**src/rtl/idex_hazard_resp_v.sv**
```systemverilog
// ID/EX pipeline register with stall/flush handling, EX operand forwarding, hazard counters and stall watchdog.
// Latency: ID fields appear at the ID/EX outputs one edge after capture; pc_en, ifid_en and ex_op* are combinational.
module idex_hazard_resp_v #(
    parameter int DATA_W    = 32,
    parameter int CNT_W     = 16,
    parameter int MAX_STALL = 3
) (
    input  logic              clk,
    input  logic              rst_n,
    input  logic              stall,
    input  logic              flush,
    input  logic              id_valid,
    input  logic [4:0]        id_rs1,
    input  logic [4:0]        id_rs2,
    input  logic [4:0]        id_rd,
    input  logic              id_memRead,
    input  logic              id_memWrite,
    input  logic              id_regWrite,
    input  logic [DATA_W-1:0] id_op1,
    input  logic [DATA_W-1:0] id_op2,
    input  logic [1:0]        forwA,
    input  logic [1:0]        forwB,
    input  logic [DATA_W-1:0] exmem_alu,
    input  logic [DATA_W-1:0] memwb_wdata,
    output logic              pc_en,
    output logic              ifid_en,
    output logic              idex_valid,
    output logic [4:0]        idex_rs1,
    output logic [4:0]        idex_rs2,
    output logic [4:0]        idex_rd,
    output logic              idex_memRead,
    output logic              idex_memWrite,
    output logic              idex_regWrite,
    output logic [DATA_W-1:0] ex_opA,
    output logic [DATA_W-1:0] ex_opB,
    output logic [CNT_W-1:0]  stall_cnt,
    output logic [CNT_W-1:0]  flush_cnt,
    output logic              stall_err
);

    localparam int RUN_W = $clog2(MAX_STALL + 2);
    localparam logic [RUN_W-1:0] RUN_SAT = RUN_W'(MAX_STALL + 1);
    localparam logic [RUN_W-1:0] RUN_LIM = RUN_W'(MAX_STALL);
    localparam logic [CNT_W-1:0] CNT_MAX = {CNT_W{1'b1}};

    typedef enum logic {RUN, STALLED} state_t;

    state_t            state;
    logic [RUN_W-1:0]  run_cnt;
    logic [DATA_W-1:0] idex_op1;
    logic [DATA_W-1:0] idex_op2;
    logic              stall_eff;
    logic              bubble;

    // A flush wins over a stall so a mispredicted path never freezes the front end.
    assign stall_eff = stall & ~flush;
    assign bubble    = stall | flush;
    assign pc_en     = ~stall_eff;
    assign ifid_en   = ~stall_eff;

    always_ff @(posedge clk or negedge rst_n) begin
        if (!rst_n) begin
            idex_valid    <= 1'b0;
            idex_rs1      <= '0;
            idex_rs2      <= '0;
            idex_rd       <= '0;
            idex_memRead  <= 1'b0;
            idex_memWrite <= 1'b0;
            idex_regWrite <= 1'b0;
            idex_op1      <= '0;
            idex_op2      <= '0;
        end else if (bubble) begin
            idex_valid    <= 1'b0;
            idex_rs1      <= '0;
            idex_rs2      <= '0;
            idex_rd       <= '0;
            idex_memRead  <= 1'b0;
            idex_memWrite <= 1'b0;
            idex_regWrite <= 1'b0;
            idex_op1      <= '0;
            idex_op2      <= '0;
        end else begin
            idex_valid    <= id_valid;
            idex_rs1      <= id_rs1;
            idex_rs2      <= id_rs2;
            idex_rd       <= id_rd;
            idex_memRead  <= id_memRead;
            idex_memWrite <= id_memWrite;
            idex_regWrite <= id_regWrite;
            idex_op1      <= id_op1;
            idex_op2      <= id_op2;
        end
    end

    // Code 2'b11 is reserved and behaves like "no forwarding".
    always_comb begin
        ex_opA = idex_op1;
        case (forwA)
            2'b01:   ex_opA = exmem_alu;
            2'b10:   ex_opA = memwb_wdata;
            default: ex_opA = idex_op1;
        endcase
    end

    always_comb begin
        ex_opB = idex_op2;
        case (forwB)
            2'b01:   ex_opB = exmem_alu;
            2'b10:   ex_opB = memwb_wdata;
            default: ex_opB = idex_op2;
        endcase
    end

    always_ff @(posedge clk or negedge rst_n) begin
        if (!rst_n) begin
            stall_cnt <= '0;
            flush_cnt <= '0;
        end else begin
            if (flush && flush_cnt != CNT_MAX)
                flush_cnt <= flush_cnt + CNT_W'(1);
            if (stall_eff && stall_cnt != CNT_MAX)
                stall_cnt <= stall_cnt + CNT_W'(1);
        end
    end

    // Watchdog: run_cnt tracks consecutive stall cycles; stall_err is sticky once the run exceeds MAX_STALL.
    always_ff @(posedge clk or negedge rst_n) begin
        if (!rst_n) begin
            state     <= RUN;
            run_cnt   <= '0;
            stall_err <= 1'b0;
        end else begin
            case (state)
                RUN: begin
                    if (stall_eff) begin
                        state   <= STALLED;
                        run_cnt <= RUN_W'(1);
                        if (MAX_STALL == 0)
                            stall_err <= 1'b1;
                    end
                end
                STALLED: begin
                    if (stall_eff) begin
                        if (run_cnt != RUN_SAT)
                            run_cnt <= run_cnt + RUN_W'(1);
                        if (run_cnt >= RUN_LIM)
                            stall_err <= 1'b1;
                    end else begin
                        state   <= RUN;
                        run_cnt <= '0;
                    end
                end
                default: begin
                    state   <= RUN;
                    run_cnt <= '0;
                end
            endcase
        end
    end

endmodule

```
**config.mk**
```make
export PLATFORM = sky130hd
export DESIGN_NAME = idex_hazard_resp_v
export DESIGN_NICKNAME = d
export VERILOG_FILES = /design/src/rtl/idex_hazard_resp_v.sv
export SDC_FILE = /design/constraint.sdc
export NUM_CORES = 1
export LEC_CHECK = 0
export CAP_MARGIN = 30
export CELL_PAD_IN_SITES_DETAIL_PLACEMENT = 2
export CELL_PAD_IN_SITES_GLOBAL_PLACEMENT = 2
export CORE_MARGIN = 5
export CORE_UTILIZATION = 23
export DETAILED_ROUTE_END_ITERATION = 7
export HOLD_SLACK_MARGIN = 0.02
export PLACE_DENSITY_LB_ADDON = 0.1
export SKIP_LAST_GASP = 1
export SYNTH_ARGS = -nofsm -noshare
export SYNTH_HDL_FRONTEND = slang
export SYNTH_SLANG_ARGS = --single-unit
```
**constraint.sdc**
```tcl
create_clock -name clk -period 2.2 [get_ports clk]
set_input_delay 0.44 -clock clk [delete_from_list [all_inputs] [get_ports clk]]
set_output_delay 0.44 -clock clk [all_outputs]
set_load 0.02 [all_outputs]
```
# After elaboration in Yosys (flattened, before gate mapping)
# Cells that the tools add are included.
[totals] elab_cells=52 output_inout_bits=118 latch_bits=0 memories=0 mem_bits_rw=0 register_bits=120 mem_bits_ro=0 input_bits=155
[classes] shift=0 mul=0 reduce_logical=4 n_div=0 eq_ne=9 order_cmp=1 bitwise=5 mux=16 addsub=3
[op_table] op="$pmux W32 S2" n=2
[op_table] op="$mux W32" n=2
[op_table] op="$add A16 B1 Y16 const B" n=2
[op_table] op="$ne A16 B16 Y1 const B" n=2
[op_table] op="$mux W5" n=3
[op_table] op="$mux W3" n=3
[op_table] op="$pmux W3 S2" n=1
[op_table] op="$mux W1" n=5
[op_table] op="$eq A2 B1 Y1 const B" n=2
[op_table] op="$eq A2 B2 Y1 const B" n=2
[op_table] op="$add A3 B1 Y3 const B" n=1
[op_table] op="$ge A3 B2 Y1 const B" n=1
[op_table] op="$ne A3 B2 Y1 const B" n=1
[op_table] op="$ne A3 B3 Y1 const B" n=1
[op_table] op="$not A1 Y1" n=3
[op_table] op="$reduce_and A3 Y1" n=1
[op_table] op="$logic_and A1 B1 Y1" n=2
[op_table] op="$ne A2 B2 Y1 const B" n=1
[op_table] op="$reduce_and A2 Y1" n=1
[op_table] op="$and A1 B1 Y1" n=1
[op_table] op="$or A1 B1 Y1" n=1

# Logic depth before layout (Yosys ltp)
# Gate-level depths: netlist of run 1.
[logic_depth] ltp_word=4 depth_mapped=6 mapped_depth_nobuf=5

# Worst setup path before layout of run 1
# No wires, ideal clock.
[synth_timing] kind="input to output" from="in forwA[0]" to="out ex_opA[10]" path_slack_ns=0.163 cell_stages=5 path_buffers=2 t_required_ns=1.760 arrival_ns=1.597 path_cell_list="inv_1 -> ha_1 -> clkbuf_1 -> clkbuf_1 -> o21ai_0"
[synth_between] elab_chain_cells=2 word_cells_on_any_way=3 cone_classes="2 x eq/ne; 1 x mux"
[synth_lines] element="start: declaration" line_no="21" text="input logic [1:0] forwA,"
[synth_lines] element="$eq A2 B2 Y1 or $eq A2 B1 Y1 (tied branches)" line_no="98" text="case (forwA)"
[synth_lines] element="$pmux W32 S2 *" line_no="98"
[synth_lines] element="end: declaration" line_no="34" text="output logic [DATA_W-1:0] ex_opA,"
# Mark *: on every way between the ends. The rest lies on a longest branch, timed or not.

# Worst setup path in the final report of run 1
[layout_timing] from="in forwA[0]" to="out ex_opA[13]"
# The elaborated chain is that of the path after synthesis.

==> flow_summary.yaml, run 1 <==
clock_network:
  cts_sinks: 120
  tritoncts: "yes"
  clkTransAtPathRegs_ps: 60
  htreeDepth: 4
  clk_latency_ps: 420
  cts_buffer_depth: 2
  root_buffer: "clkbuf_16"
  cts_buffers: 17
route:
  drtIter0Drc: 204
  wirelength_microns: 26700
  routedWlPerCell_microns: 21.9
  firstDrtPassIters: 4
  via_count: 5681
  ant_nets: 0
  drc: 0
  avgViaCountPerCell: 4.66
yosys:
  synth_seq_cells: 120
  synth.top_cells.by_area: "dfrtp_1 (53%), and2_1 (9.2%), a22oi_1 (8.4%)"
  ys_types: 42
  yosysMostFrequentCell: "dfrtp_1"
  syn_nets: 736
  synth_top_area_cell: "dfrtp_1"
  synthCells: 572
  synth-main-ff-cell: "dfrtp_1"
  synth_edf_count: 0
  synthTopCellsByCount: "dfrtp_1 (120), and2_1 (84), nand2_1 (74)"
  synthArstFlopShare: 1.00
  postSynthAreaPerCell_sq_um: 9.95
  yosys_warnings: 0
  synth_seq_area_share: 0.527
  netlist.area_leader.share: 0.527
  syn-cell-area_sq_um: 5690
power:
  clockPowerShare: 0.374
  power.density_nw_per_um2: 737
  peakVddDrop_uv: 476
  pwr-share-comb: 0.269
  seqPwrFrac: 0.358
  sw_frac_of_total: 0.320
  p_sw_mw: 2.34
  p_leak_nw: 4.27
  p_int_mw: 4.98
timing:
  worst_slack_ps: 102
  maxSlewViolCount: 0
  finalCriticalPeriod_ps: 2100
  finalHoldViolCount: 0
  grt_setup_unrepaired: "no"
  timing.final.crit_share: 0.954
  slew_headroom: 0.723
  fmax_mhz: 477
  fin_tns_setup_ps: 0
  worst_slew_pin_slew_ps: 416
  fin_skew_ps: 4.95
  setup_viol: 0
status:
  status: "finished, final reports clean"
flow_run:
  max_cap_viol_count: 0
setup_path:
  regToRegSetupSlack_ps: 300
  regToRegStartpoint: "stall_cnt[0]"
  cp-end-kind: "output port"
  crit_arrival_ps: 1660
  cp_max_fo: 16
  r2r-end: "stall_cnt[10]"
  crit_top_cell: "buf_4"
  critPathKind: "input port to output port"
  cp-start-kind: "input port"
  slowest_delay_ps: 200
  ff2ff_path_depth: 6
  cp_slowest_cell: "a22oi_1"
  crit_chain: "clkbuf_2 > inv_1 > ha_4 > buf_12 > buf_4 > a22oi_1 > o21ai_1 > buf_4"
  critPathRequiredTime_ps: 1760
floorplanning:
  io_pins: 273
  die_h_microns: 167
  core_area_sq_um: 24300
  die_w_microns: 167
  dieArea_sq_um: 28000
  rows: 57
  initial_core_util: 0.234
global_routing:
  grt_max_degree: 43
  antenna_found_initial: 4
  grt_pass1_vias: 6492
  grt-ovfl-total: 0
  grt_pass1_wl_microns: 41000
  grt_usage: 0.189
layout:
  layout-drive-gt1-share: 0.221
  fill_cells: 2554
  areaGrowthSynthToFinish_pct: 74.6
  multi_input_area_sq_um: 2690
  ff_latch_area_sq_um: 3000
  nNetsFinal: 1041
placement:
  gp_congestion: 0.827
  dp_slack_ps: -952
  hpwl_microns: 19500
  port_buffers: 272
worst_hold_path:
  hp-class: "input port to async pin"
==> state kept, by name, indices dropped and copies added (netlist names), 3 cells and up <==
register,cells
idex_rs2,5
stall_cnt,16
idex_rs1,5
idex_op2,32
idex_op1,32
idex_rd,5
run_cnt,3
flush_cnt,16
==> cell families (layout without fill, tap and decap cells) <==
family,Yosys count,in the layout,share of synthesized area
fa+ha+maj,9,9,0.0198
mux,6,6,0.0119
compound gates,149,149,0.165
simple gates,216,216,0.206
buf+inv,49,367,0.0345
other cells,0,4,0
flops,120,120,0.527
xor+xnor,23,23,0.0354
==> cell usage in the layout (no fill, tap or decap), types with 6 or more instances in the layout <==
cell,n
clkdlybuf4s50_1,201
dfrtp_1,120
and2_1,84
nand2_1,74
buf_4,54
a22oi_1,42
o21ai_0,39
buf_2,35
o21ai_1,26
a22oi_2,22
clkbuf_16,18
buf_12,18
xnor2_1,12
nand4_1,11
xor2_1,11
nand3_1,9
nor2_1,8
inv_1,7
and3_1,6
==> final cells by class <==
type	instances	share of cell area
Clock buffer	17	0.0428
Antenna cell	4	0.00101
Sequential cell	120	0.302
Clock inverter	15	0.0143
Inverter	9	0.00340
Timing Repair Buffer	326	0.325
Tap cell	324	0.0408
Multi-Input combinational cell	403	0.270
==> critical path: cells and delay by family <==
| kind | cells | cell delay, ps |
|---|---|---|
| fa+ha+maj | 1 | 170 |
| buf+inv | 5 | 700 |
| compound gates | 2 | 340 |
==> routing by layer <==
layer / vias up / part of all wire / GRT usage
met5: - / 0.0018 / 0
met2: 177 / 0.50 / 0.324
met4: 6 / 0.0061 / 0.0388
met1: 2857 / 0.43 / 0.240
li1: 2625 / - / -
met3: 16 / 0.062 / 0.0535
==> worst max path at each step <==
stage | from | end | slack, ps | cells after the start
3_5_place_dp | forwA[1] | ex_opA[0] | -950 | 8
4_1_cts | forwA[1] | ex_opA[0] | -30 | 8
5_1_grt | forwA[0] | ex_opA[13] | 40 | 8
6_report | forwA[0] | ex_opA[13] | 100 | 8
3_3_place_gp | forwA[0] | ex_opA[0] | -950 | 7
2_1_floorplan | forwA[0] | ex_opA[10] | 160 | 5
==> per-stage QoR <==
| step | hold slack (ps) | area [sq um] | power, mW | utilization | instances |
|---|---|---|---|---|---|
| 2_1_floorplan | 144 | 5690 | 3.38 | - | 572 |
| 3_3_place_gp | 371 | 9210 | 4.52 | 0.379 | 1173 |
| 3_5_place_dp | 378 | 9210 | 4.56 | 0.379 | 1173 |
| 4_1_cts | 489 | 9890 | 7.43 | 0.407 | 1213 |
| 5_1_grt | 516 | 9930 | 7.72 | 0.408 | 1215 |
| 6_report | 492 | 9940 | 7.33 | 0.409 | 1218 |
==> timing repair <==
item                       4_1_cts  5_1_grt
hold buffers                     1        0
gates resized for setup        383       19
hold endpoints to repair        33        0
gates cloned                     5        1
setup endpoints to repair       66       57
pin swaps                        3        1
setup buffers                    2        0
==> power by group through the flow <==
| stage | combinational [mW] | sequential [mW] | clock, mW |
|---|---|---|---|
| after global routing | 2.12 | 2.66 | 2.94 |
| after CTS | 1.98 | 2.62 | 2.82 |
| after detailed placement | 1.91 | 2.65 | 0 |
| after floorplan | 0.601 | 2.78 | 0 |
| final | 1.97 | 2.62 | 2.74 |
| after global placement | 1.88 | 2.64 | 0 |
Note: power is estimated with default switching activity, not from simulation.
==> run 2, diff against run 1 <==
Settings changed: CAP_MARGIN 30 to 20, SLEW_MARGIN from default to 5.
==> results of run 2 <==
No change in the layout: final DEF, timing and power equal those of run 1.
